<file path="src/rtl/multi_divisor_ticker.sv">
// N-channel divisor tick generator: a position counter walks one period while per-channel
// phase counters flag positions that are multiples of each channel's (boundary-applied) divisor.
module multi_divisor_ticker #(
  parameter int                       NUM_CH   = 2,
  parameter int                       DIV_W    = 8,
  parameter int                       PERIOD   = 100,
  parameter logic [NUM_CH*DIV_W-1:0]  DIV_INIT = {8'd5, 8'd3},
  localparam int                      CH_W     = $clog2(NUM_CH) + 1,
  localparam int                      POS_W    = $clog2(PERIOD)
) (
  input  logic              clk,
  input  logic              reset,
  input  logic              en,
  input  logic              clear,
  input  logic              cfg_valid,
  input  logic [CH_W-1:0]   cfg_ch,
  input  logic [DIV_W-1:0]  cfg_div,
  output logic              cfg_err,
  output logic [NUM_CH-1:0] cfg_pend,
  output logic [POS_W-1:0]  pos,
  output logic [NUM_CH-1:0] hit,
  output logic              all_hit,
  output logic              none_hit,
  output logic              wrap
);

  localparam logic [POS_W-1:0] POS_LAST = POS_W'(PERIOD - 1);

  logic [POS_W-1:0]  pos_q, pos_d;
  logic              err_q;
  logic              at_last, boundary, cfg_ok;
  logic [NUM_CH-1:0] ch_en, pend;

  assign at_last  = (pos_q == POS_LAST);
  // Clear and the natural wrap share one boundary path so staged divisors land coherently.
  assign boundary = clear | (en & at_last);
  assign cfg_ok   = (cfg_ch < CH_W'(NUM_CH));

  always_comb begin
    pos_d = pos_q;
    if (boundary)
      pos_d = '0;
    else if (en)
      pos_d = pos_q + POS_W'(1);
  end

  always_ff @(posedge clk or posedge reset) begin
    if (reset) begin
      pos_q <= '0;
      err_q <= 1'b0;
    end else begin
      pos_q <= pos_d;
      err_q <= cfg_valid & ~cfg_ok;
    end
  end

  generate
    for (genvar gi = 0; gi < NUM_CH; gi++) begin : g_ch
      logic [DIV_W-1:0] act_q, act_d;
      logic [DIV_W-1:0] stg_q, stg_d;
      logic [DIV_W-1:0] phase_q, phase_d;
      logic             pend_q, pend_d;
      logic             wr;

      assign wr = cfg_valid & cfg_ok & (cfg_ch == CH_W'(gi));

      // A write in a boundary cycle stages after the old staged value has been applied.
      always_comb begin
        act_d   = act_q;
        stg_d   = stg_q;
        phase_d = phase_q;
        pend_d  = pend_q;
        if (boundary) begin
          act_d   = stg_q;
          phase_d = '0;
          pend_d  = 1'b0;
        end else if (en) begin
          phase_d = (phase_q == act_q - DIV_W'(1)) ? '0 : phase_q + DIV_W'(1);
        end
        if (wr) begin
          stg_d  = cfg_div;
          pend_d = 1'b1;
        end
      end

      always_ff @(posedge clk or posedge reset) begin
        if (reset) begin
          act_q   <= DIV_INIT[gi*DIV_W +: DIV_W];
          stg_q   <= DIV_INIT[gi*DIV_W +: DIV_W];
          phase_q <= '0;
          pend_q  <= 1'b0;
        end else begin
          act_q   <= act_d;
          stg_q   <= stg_d;
          phase_q <= phase_d;
          pend_q  <= pend_d;
        end
      end

      assign ch_en[gi] = |act_q;
      assign hit[gi]   = ch_en[gi] & (phase_q == '0);
      assign pend[gi]  = pend_q;
    end
  endgenerate

  assign pos      = pos_q;
  assign cfg_err  = err_q;
  assign cfg_pend = pend;
  assign all_hit  = (|ch_en) & (&(hit | ~ch_en));
  assign none_hit = ~|hit;
  assign wrap     = at_last & en & ~clear;

endmodule

</file>
<file path="config.mk">
export PLATFORM = sky130hd
export DESIGN_NAME = multi_divisor_ticker
export DESIGN_NICKNAME = d
export VERILOG_FILES = /design/src/rtl/multi_divisor_ticker.sv
export SDC_FILE = /design/constraint.sdc
export NUM_CORES = 1
export LEC_CHECK = 0
export BUFFER_PORTS_ARGS = -buffer_cell sky130_fd_sc_hd__buf_2
export CORE_MARGIN = 2
export CORE_UTILIZATION = 35
export CTS_CLUSTER_DIAMETER = 200
export DETAILED_ROUTE_END_ITERATION = 12
export GPL_TIMING_DRIVEN = 1
export PLACE_DENSITY = 0.57
export SLEW_MARGIN = 25
export SYNTH_ARGS = -nofsm -noshare
export SYNTH_HDL_FRONTEND = slang
export SYNTH_SLANG_ARGS = --single-unit
</file>
<file path="constraint.sdc">
create_clock -name clk -period 7.3 [get_ports clk]
set_input_delay 1.46 -clock clk [delete_from_list [all_inputs] [get_ports clk]]
set_output_delay 1.46 -clock clk [all_outputs]
set_load 0.02 [all_outputs]
</file>
# --- Yosys cells after proc, flatten, opt, wreduce, memory -nomap -nowiden ---
# Index checks and enable logic that the tools add are counted.
word_totals:
  latchBits: 0
  input_bits: 15
  regBits: 58
  memories: 0
  romBits: 0
  elab_cells: 57
  out_inout_bits: 15
  mem_bits_rw: 0
classes:
  div_mod_pow: 0
  addsub: 5
  magnitude_cmp: 1
  n_eq_ne: 4
  bitwise_logic: 14
  n_reduce_logical: 12
  mul: 0
  n_mux: 11
  shifts: 0
ops:
  columns: ["operator", "n"]
  rows:
  - ["$mux 8", 6]
  - ["$add 8x1->8 const B", 2]
  - ["$eq 8x8->1", 2]
  - ["$logic_not 8->1", 2]
  - ["$reduce_or 16->1", 1]
  - ["$reduce_or 8->1", 2]
  - ["$sub 8x1->8 const B", 2]
  - ["$mux 7", 2]
  - ["$and 1x1->1", 9]
  - ["$add 7x1->7 const B", 1]
  - ["$eq 7x7->1 const B", 1]
  - ["$reduce_bool 2->1", 3]
  - ["$mux 1", 3]
  - ["$eq 2x1->1 const B", 1]
  - ["$logic_not 2->1", 1]
  - ["$lt 2x2->1 const B", 1]
  - ["$not 1->1", 2]
  - ["$not 2->2", 1]
  - ["$or 2x2->2", 1]
  - ["$reduce_and 2->1", 1]
  - ["$reduce_or 2->1", 1]
  - ["$logic_not 1->1", 1]
  - ["$or 1x1->1", 1]

# --- Longest topological paths before layout ---
# Gate-level depths: netlist of run 1.
logic_depth:
  depth_word: 5
  ltp_mapped: 8
  depth_no_buf: 8

# --- Least setup slack after synthesis of run 1 ---
# OpenSTA, ideal clock, no wires.
synth_timing:
  path_kind: "input -> output"
  start: "input port en"
  end: "output port wrap"
  t_arrival_ps: 2318
  setup_slack_ps: 3522
  cell_stages: 5
  cell_sequence: "buf_4 -> and2_0 -> clkbuf_1 -> nand4_1 -> nor2_1"
synth_via:
  elab_chain_len: 2
synth_lines:
  columns: ["element", "line", "source"]
  rows:
  - ["from (decl)", "13", "input logic en,"]
  - ["$and 1x1->1 (2 in series)", "111", "assign wrap = at_last & en & ~clear;"]
  - ["to (decl)", "24", "output logic wrap"]
# Every way passes these cells.

# --- Final worst setup path of run 1 ---
# Ends and elaborated chain as after synthesis.

==> results.ini, run 1 <==
[run_status]
status=complete, no violations

[critical_path]
worst-setup-path-type=in2out
worst_ep_required_time_ns=5.84
critPathTopFamily=simple AND/OR/NAND/NOR gates
rrSetupSlack_ns=4.77
r2r_start=g_ch[0].act_q[0]$_DFFE_PP1N_
cp_slowest_stage_delay_ns=0.30
r2r_end=g_ch[0].phase_q[5]$_DFFE_PP0P_
cp_num_buf_inv=2
cp_max_fo=8
crit_arrival_ns=2.40
startpoint_type=input port
worstPathCellList=buf_2 -> and2_0 -> nand4_1 -> nor2_1 -> buf_2
rr_worst_depth=8
end_kind=primary output
slowest_stage=and2_0
path_common_cell=buf_2

[final_layout]
most-common-layout-cells=nand2_1 (59), dfrtp_1 (50), buf_2 (29), nor2_1 (25), mux2_2 (16)
drive_gt1_share_pct=23.9
num_antenna_cells=0
seqCellArea_sq_um=1460
final_net_count=385
fin_cells=476
multi_input_area_sq_um=1570
final_common_cell=nand2_1
syn_to_final_growth_pct=14.5
num-fill-cells=887

[place]
post-dp-hpwl_um=4890
dp.cells=460
port_buffers=29
routabilityCongestion=0.851

[pwr]
power_leakage_nw=1.62
power.density_nw_per_um2=247
peakVddDrop_v=0.000115
power_mw=0.896

[timing]
rsz0062_at_grt=false
min_period_ns=3.86
skew_ns=0.00815
worst_pin_slew_ns=0.729
max_freq_ghz=0.259
finalSetupViolCount=0
report.final.slew_viol_count=0
finalSetupTns_ns=0
period_share_pct=52.9
slew_headroom_pct=51.4
hold_viol=0

[cts]
cts_hold_buf=0
postCtsResizedCells=0
cts.path.max_buffers=2
insertion_delay_ns=0.35
root_buffer=clkbuf_8
cts-htree-levels=3
cts_tree=done
path_clk_slew_ns=0.07
post_cts_buffers=0
cts_buffers=9
clock-sinks=58

[synth]
yosysUniqueCellTypes=53
yosysWarningCount=0
synth_nets=355
yosys_register_bits=58
async_reset_ff_share_pct=100
synth_edf_count=0
seq_area_frac_synth_pct=46.2
syn-instance-count=333
synth_area_sq_um=3170
synth-main-ff-cell=dfrtp_1
synth.avg_cell_area_sq_um=9.51

[floorplan]
dieArea_sq_um=9820
die_h_um=99.1
rows=34
core_sq_um=8760
io_pins=30
die_x_um=99.1
start_util_pct=36.1

[drt]
drc_errors=0
wirelength_um=6900
drtIter0Drc=97
firstDrtPassIters=4
ant_nets=0
wl_per_cell_um=14.5
vias=2448
via_per_inst=5.14

[global_routing]
first_global_vias=2423
grt_usage_pct=15.0
grt_max_degree=59
grt_pass1_wl_um=11800
antenna_found_initial=0
gr-total-overflow=0

[hold_path]
hold_end=g_ch[1].act_q[2]$_DFFE_PP1N_
worstHoldPathCells=2
min_path_type=reg2reg
min_from=g_ch[1].stg_q[2]$_DFFE_PP1P_

[job]
maxCapViolations=0

area by class of cell:
type	instances	area share, %
clock inverters	7	2.80
repair buffers	33	4.83
multi-input cells	246	43.4
flip-flops and latches	58	40.3
clock buffers	9	3.42
inverters	15	1.55
well taps	108	3.73
cells in the mapped netlist, drive strengths merged, types with 3 or more instances:
cell	n	area, sq um
dfstp	8	210
ha	7	87.6
mux2	16	180
mux2i	4	40.0
a22o	3	28.8
or3	3	18.8
clkbuf	9	43.8
a221o	4	40.0
o21ai	15	75.1
nor4	6	43.8
nor3b	4	30.0
inv	15	56.3
or2	4	25.0
xnor2	9	78.8
nor2	26	105
nor2b	3	18.8
nand2b	5	31.3
nand2	59	221
buf	5	35.0
nand3	12	60.1
dfrtp	50	1250
a21oi	10	50.1
and2	4	25.0
nor3	7	35.0
xor2	13	114
nand4	7	43.8
power breakdown:
| group | switching, mW | internal [mW] | total (mW) |
|---|---|---|---|
| Sequential | 0.0389 | 0.364 | 0.403 |
| Combinational | 0.0879 | 0.0693 | 0.157 |
| Clock | 0.141 | 0.194 | 0.335 |
| Total | 0.268 | 0.628 | 0.896 |
tightest hold or removal path, stage by stage (launching register included):
cell	delay, ns
dfstp_2	0.37
nand2_1	0.05
nand2_1	0.05
logic make-up (layout without fill, tap and decap cells):
| group | count (synthesis) | after routing | share of synthesized area [%] |
|---|---|---|---|
| compound gates | 48 | 48 | 10.6 |
| xor+xnor | 22 | 22 | 6.09 |
| fa+ha+maj | 7 | 7 | 2.77 |
| buf+inv | 29 | 64 | 4.27 |
| flops | 58 | 58 | 46.2 |
| mux | 20 | 20 | 6.96 |
| simple gates | 149 | 149 | 23.2 |
through the flow:
stage | area (sq um) | worst slack (ns) | hold WS, ns | utilization (%)
after global placement | 3400 | 3.50 | 0.451 | 38.8
final | 3620 | 3.44 | 0.464 | 41.4
after global routing | 3620 | 3.32 | 0.488 | 41.4
after detailed placement | 3400 | 3.48 | 0.455 | 38.8
after CTS | 3620 | 3.46 | 0.467 | 41.3
after floorplan | 3170 | 3.52 | 0.437 | -
registers in the layout (all words and copies together), names as in the netlist:
| register | flops |
|---|---|
| g_ch.phase_q | 16 |
| pos | 7 |
| cfg_err | 1 |
| g_ch.pend_q | 2 |
| g_ch.stg_q | 16 |
| g_ch.act_q | 16 |
layer usage:
metal  global-route usage, %  routed length (um)
met5                       0                   0
met3                    3.37                 228
met4                    6.11                 133
met2                    23.3                3170
met1                    20.4                3370
how the worst max path moves through the flow:
stage,slack [ns],startpoint,cells past startpoint,end
CTS,3.46,en,5,wrap
detailed placement,3.48,en,5,wrap
global route,3.32,en,5,wrap
finish,3.44,en,5,wrap
floorplan,3.52,en,5,wrap
global placement,3.50,en,5,wrap
Note: power is estimated with default switching activity, not from simulation.
==> inputs of run 2 (changes only) <==
--- a/config.mk
+++ b/config.mk
@@ -5,6 +5,7 @@
 export SDC_FILE = /design/constraint.sdc
 export NUM_CORES = 1
 export LEC_CHECK = 0
+export ABC_AREA = 1
 export BUFFER_PORTS_ARGS = -buffer_cell sky130_fd_sc_hd__buf_2
 export CORE_MARGIN = 2
 export CORE_UTILIZATION = 35
==> constraint.sdc (replaced) <==
create_clock -name clk -period 3.9 [get_ports clk]
set_input_delay 0.78 -clock clk [delete_from_list [all_inputs] [get_ports clk]]
set_output_delay 0.78 -clock clk [all_outputs]
set_load 0.02 [all_outputs]
==> run 2 against run 1 <==
Net effect:
- wire length is 5.5% higher
- via count is 12% higher
- sequential cell count stayed put
- non-clock buffer count is 1 lower
- highest routed layer unchanged
- sequential power is 80% higher
- synthesized cell count is 30% higher
- critical path depth is 4 higher
- clock power is 40% higher
- total power is 71% higher
- sequential share of layout area is 0.60 points lower
- die area is 4.0% higher
- synthesized area is 4.2% higher
==> results.ini, run 2 <==
[pwr]
power_mw=1.53
peakVddDrop_v=0.000194
power_leakage_nw=1.93
power.density_nw_per_um2=417

[timing]
worst_pin_slew_ns=0.671
report.final.slew_viol_count=0
min_period_ns=2.80
finalSetupViolCount=0
layout_setup_ws_ns=1.10
period_share_pct=71.8
finalSetupTns_ns=0
slew_headroom_pct=55.2
rsz0062_at_grt=false
max_freq_ghz=0.357
skew_ns=0.0118
hold_viol=0

[place]
post-dp-hpwl_um=5510
port_buffers=29
dp.cells=560
routabilityCongestion=0.809
dp_slack_ns=1.47

[cts]
cts_buffers=9
clock-sinks=58
postCtsResizedCells=0
post_cts_buffers=0
cts_tree=done
cts.path.max_buffers=2
insertion_delay_ns=0.34
cts-htree-levels=3
cts_hold_buf=0
path_clk_slew_ns=0.06
root_buffer=clkbuf_8

[critical_path]
slowest_stage=dfstp_2
worst_ep_required_time_ns=3.12
crit_arrival_ns=2.02
path_common_cell=inv_1
cp_slowest_stage_delay_ns=0.55
end_kind=primary output
startpoint_type=flop
worstPathCellList=inv_1 -> ha_1 -> inv_1 -> nor3_2 -> nand4_1 -> inv_1 -> nor3_1 -> a2bb2oi_1 -> buf_2
critPathTopFamily=flip-flops
rr_worst_depth=7
cp_max_fo=5
worst-path-stages=9
rrSetupSlack_ns=1.89
worst-setup-path-type=reg2out
cp_num_buf_inv=4

[synth]
yosys_register_bits=58
yosysTopAreaCellShare_pct=38.0
synth_top_area_cell=dfrtp_1
synth_nets=454
syn-instance-count=432
synth_area_sq_um=3300
synth-main-ff-cell=dfrtp_1
synth_edf_count=0
yosysWarningCount=0
seq_area_frac_synth_pct=44.3
yosysMostFrequentCell=nand2_1
synth.avg_cell_area_sq_um=7.63
async_reset_ff_share_pct=100
synthTopCellsByArea=dfrtp_1 (38%), nand2_1 (14%), dfstp_2 (6.4%)
netlist_top_cells_count=nand2_1 (127), inv_1 (53), dfrtp_1 (50)
yosysUniqueCellTypes=36

[final_layout]
final_net_count=482
num_antenna_cells=0
syn_to_final_growth_pct=11.6
most-common-layout-cells=nand2_1 (127), inv_1 (52), dfrtp_1 (50), o21ai_0 (35), nor2_1 (32)
post-route-util_pct=40.0
drive_gt1_share_pct=17.2
num-fill-cells=1000
reg_top3=g_ch.act_q x16, g_ch.phase_q x16, g_ch.stg_q x16
fin_cells=576
final_common_cell=nand2_1

[floorplan]
dieArea_sq_um=10200
core_sq_um=9200
die_x_um=101
io_pins=30
rows=35
start_util_pct=35.9
die_h_um=101

[global_routing]
grt_max_degree=34
gr-total-overflow=0
grt_pass1_wl_um=12600
antenna_found_initial=0
grt_usage_pct=15.9
first_global_vias=2707

[hold_path]
min_path_type=reg2reg
worstHoldPathCells=2

[job]
maxCapViolations=0

[drt]
wl_per_cell_um=12.6
firstDrtPassIters=4
drc_errors=0
wirelength_um=7280
drtIter0Drc=107
ant_nets=0
via_per_inst=4.74
vias=2730

[run_status]
status=complete, no violations

## run 2: cell count changes in the layout (fill, tap and decap cells not counted), moves of 5 or more
cell     before  now
inv_1        14   52
inv_2         1    7
mux2_2       16    0
nand2_1      59  127
nand3_1      12   23
nand4_1       7   18
nor2_1       25   32
nor2_2        0    6
nor4_1        5    0
o21ai_0      15   35
## run 2: logic make-up (layout without fill, tap and decap cells)
group           after synthesis  after routing  share of synthesized area (%)
compound gates               51             51                           8.65
xor+xnor                     14             14                           3.72
fa+ha+maj                     7              7                           2.66
buf+inv                      75            108                           9.56
flops                        58             58                           44.3
simple gates                227            227                           31.1
## run 2: metal layers
metal | vias up | track usage (%) | part of all wire (%)
met3 | 8 | 3.68 | 2.5
met5 | - | 0 | 0
li1 | 1428 | - | -
met2 | 28 | 26.6 | 49
met1 | 1266 | 19.9 | 47
met4 | 0 | 6.24 | 1.5
## run 2: layout make-up
class                      instances  area [sq um]  share of cell area, %
tap                              111           139                   3.77
multi-input combinational        299          1520                   41.3
sequential                        58          1460                   39.7
clock inverter                     3          15.0                  0.408
clock buffer                      13           149                   4.05
inverter                          60           228                   6.19
timing repair buffer              32           168                   4.56
## run 2: worst paths after layout
| path | start | endpoint |
|---|---|---|
| setup / recovery | g_ch[0].act_q[0]$_DFFE_PP1N_ | all_hit |
| max in group asynchronous | reset | g_ch[1].act_q[0]$_DFFE_PP1N_ |
| setup reg to reg | pos[0]$_DFFE_PP0P_ | g_ch[0].act_q[1]$_DFFE_PP1N_ |
| hold / removal | g_ch[0].pend_q$_DFFE_PP0P_ | g_ch[0].pend_q$_DFFE_PP0P_ |
| hold reg to reg | g_ch[0].pend_q$_DFFE_PP0P_ | g_ch[0].pend_q$_DFFE_PP0P_ |
| min in group asynchronous | reset | g_ch[0].stg_q[3]$_DFFE_PP0P_ |
## run 2: stage by stage
stage | hold WS [ns] | cell area, sq um
6_report | 0.475 | 3680
5_1_grt | 0.497 | 3680
4_1_cts | 0.479 | 3680
3_5_place_dp | 0.458 | 3520
3_3_place_gp | 0.461 | 3520
2_1_floorplan | 0.442 | 3300
## run 2: report_power, final
| group | switching (mW) | internal [mW] |
|---|---|---|
| clock network | 0.225 | 0.245 |
| registers | 0.0526 | 0.673 |
| logic | 0.217 | 0.120 |
| total | 0.495 | 1.04 |
## run 2: worst min-delay path: cells and delay by family, from the launching register on
kind,cells,cell delay (ns)
AND/OR/NAND/NOR,2,0.10
flip-flops,1,0.34
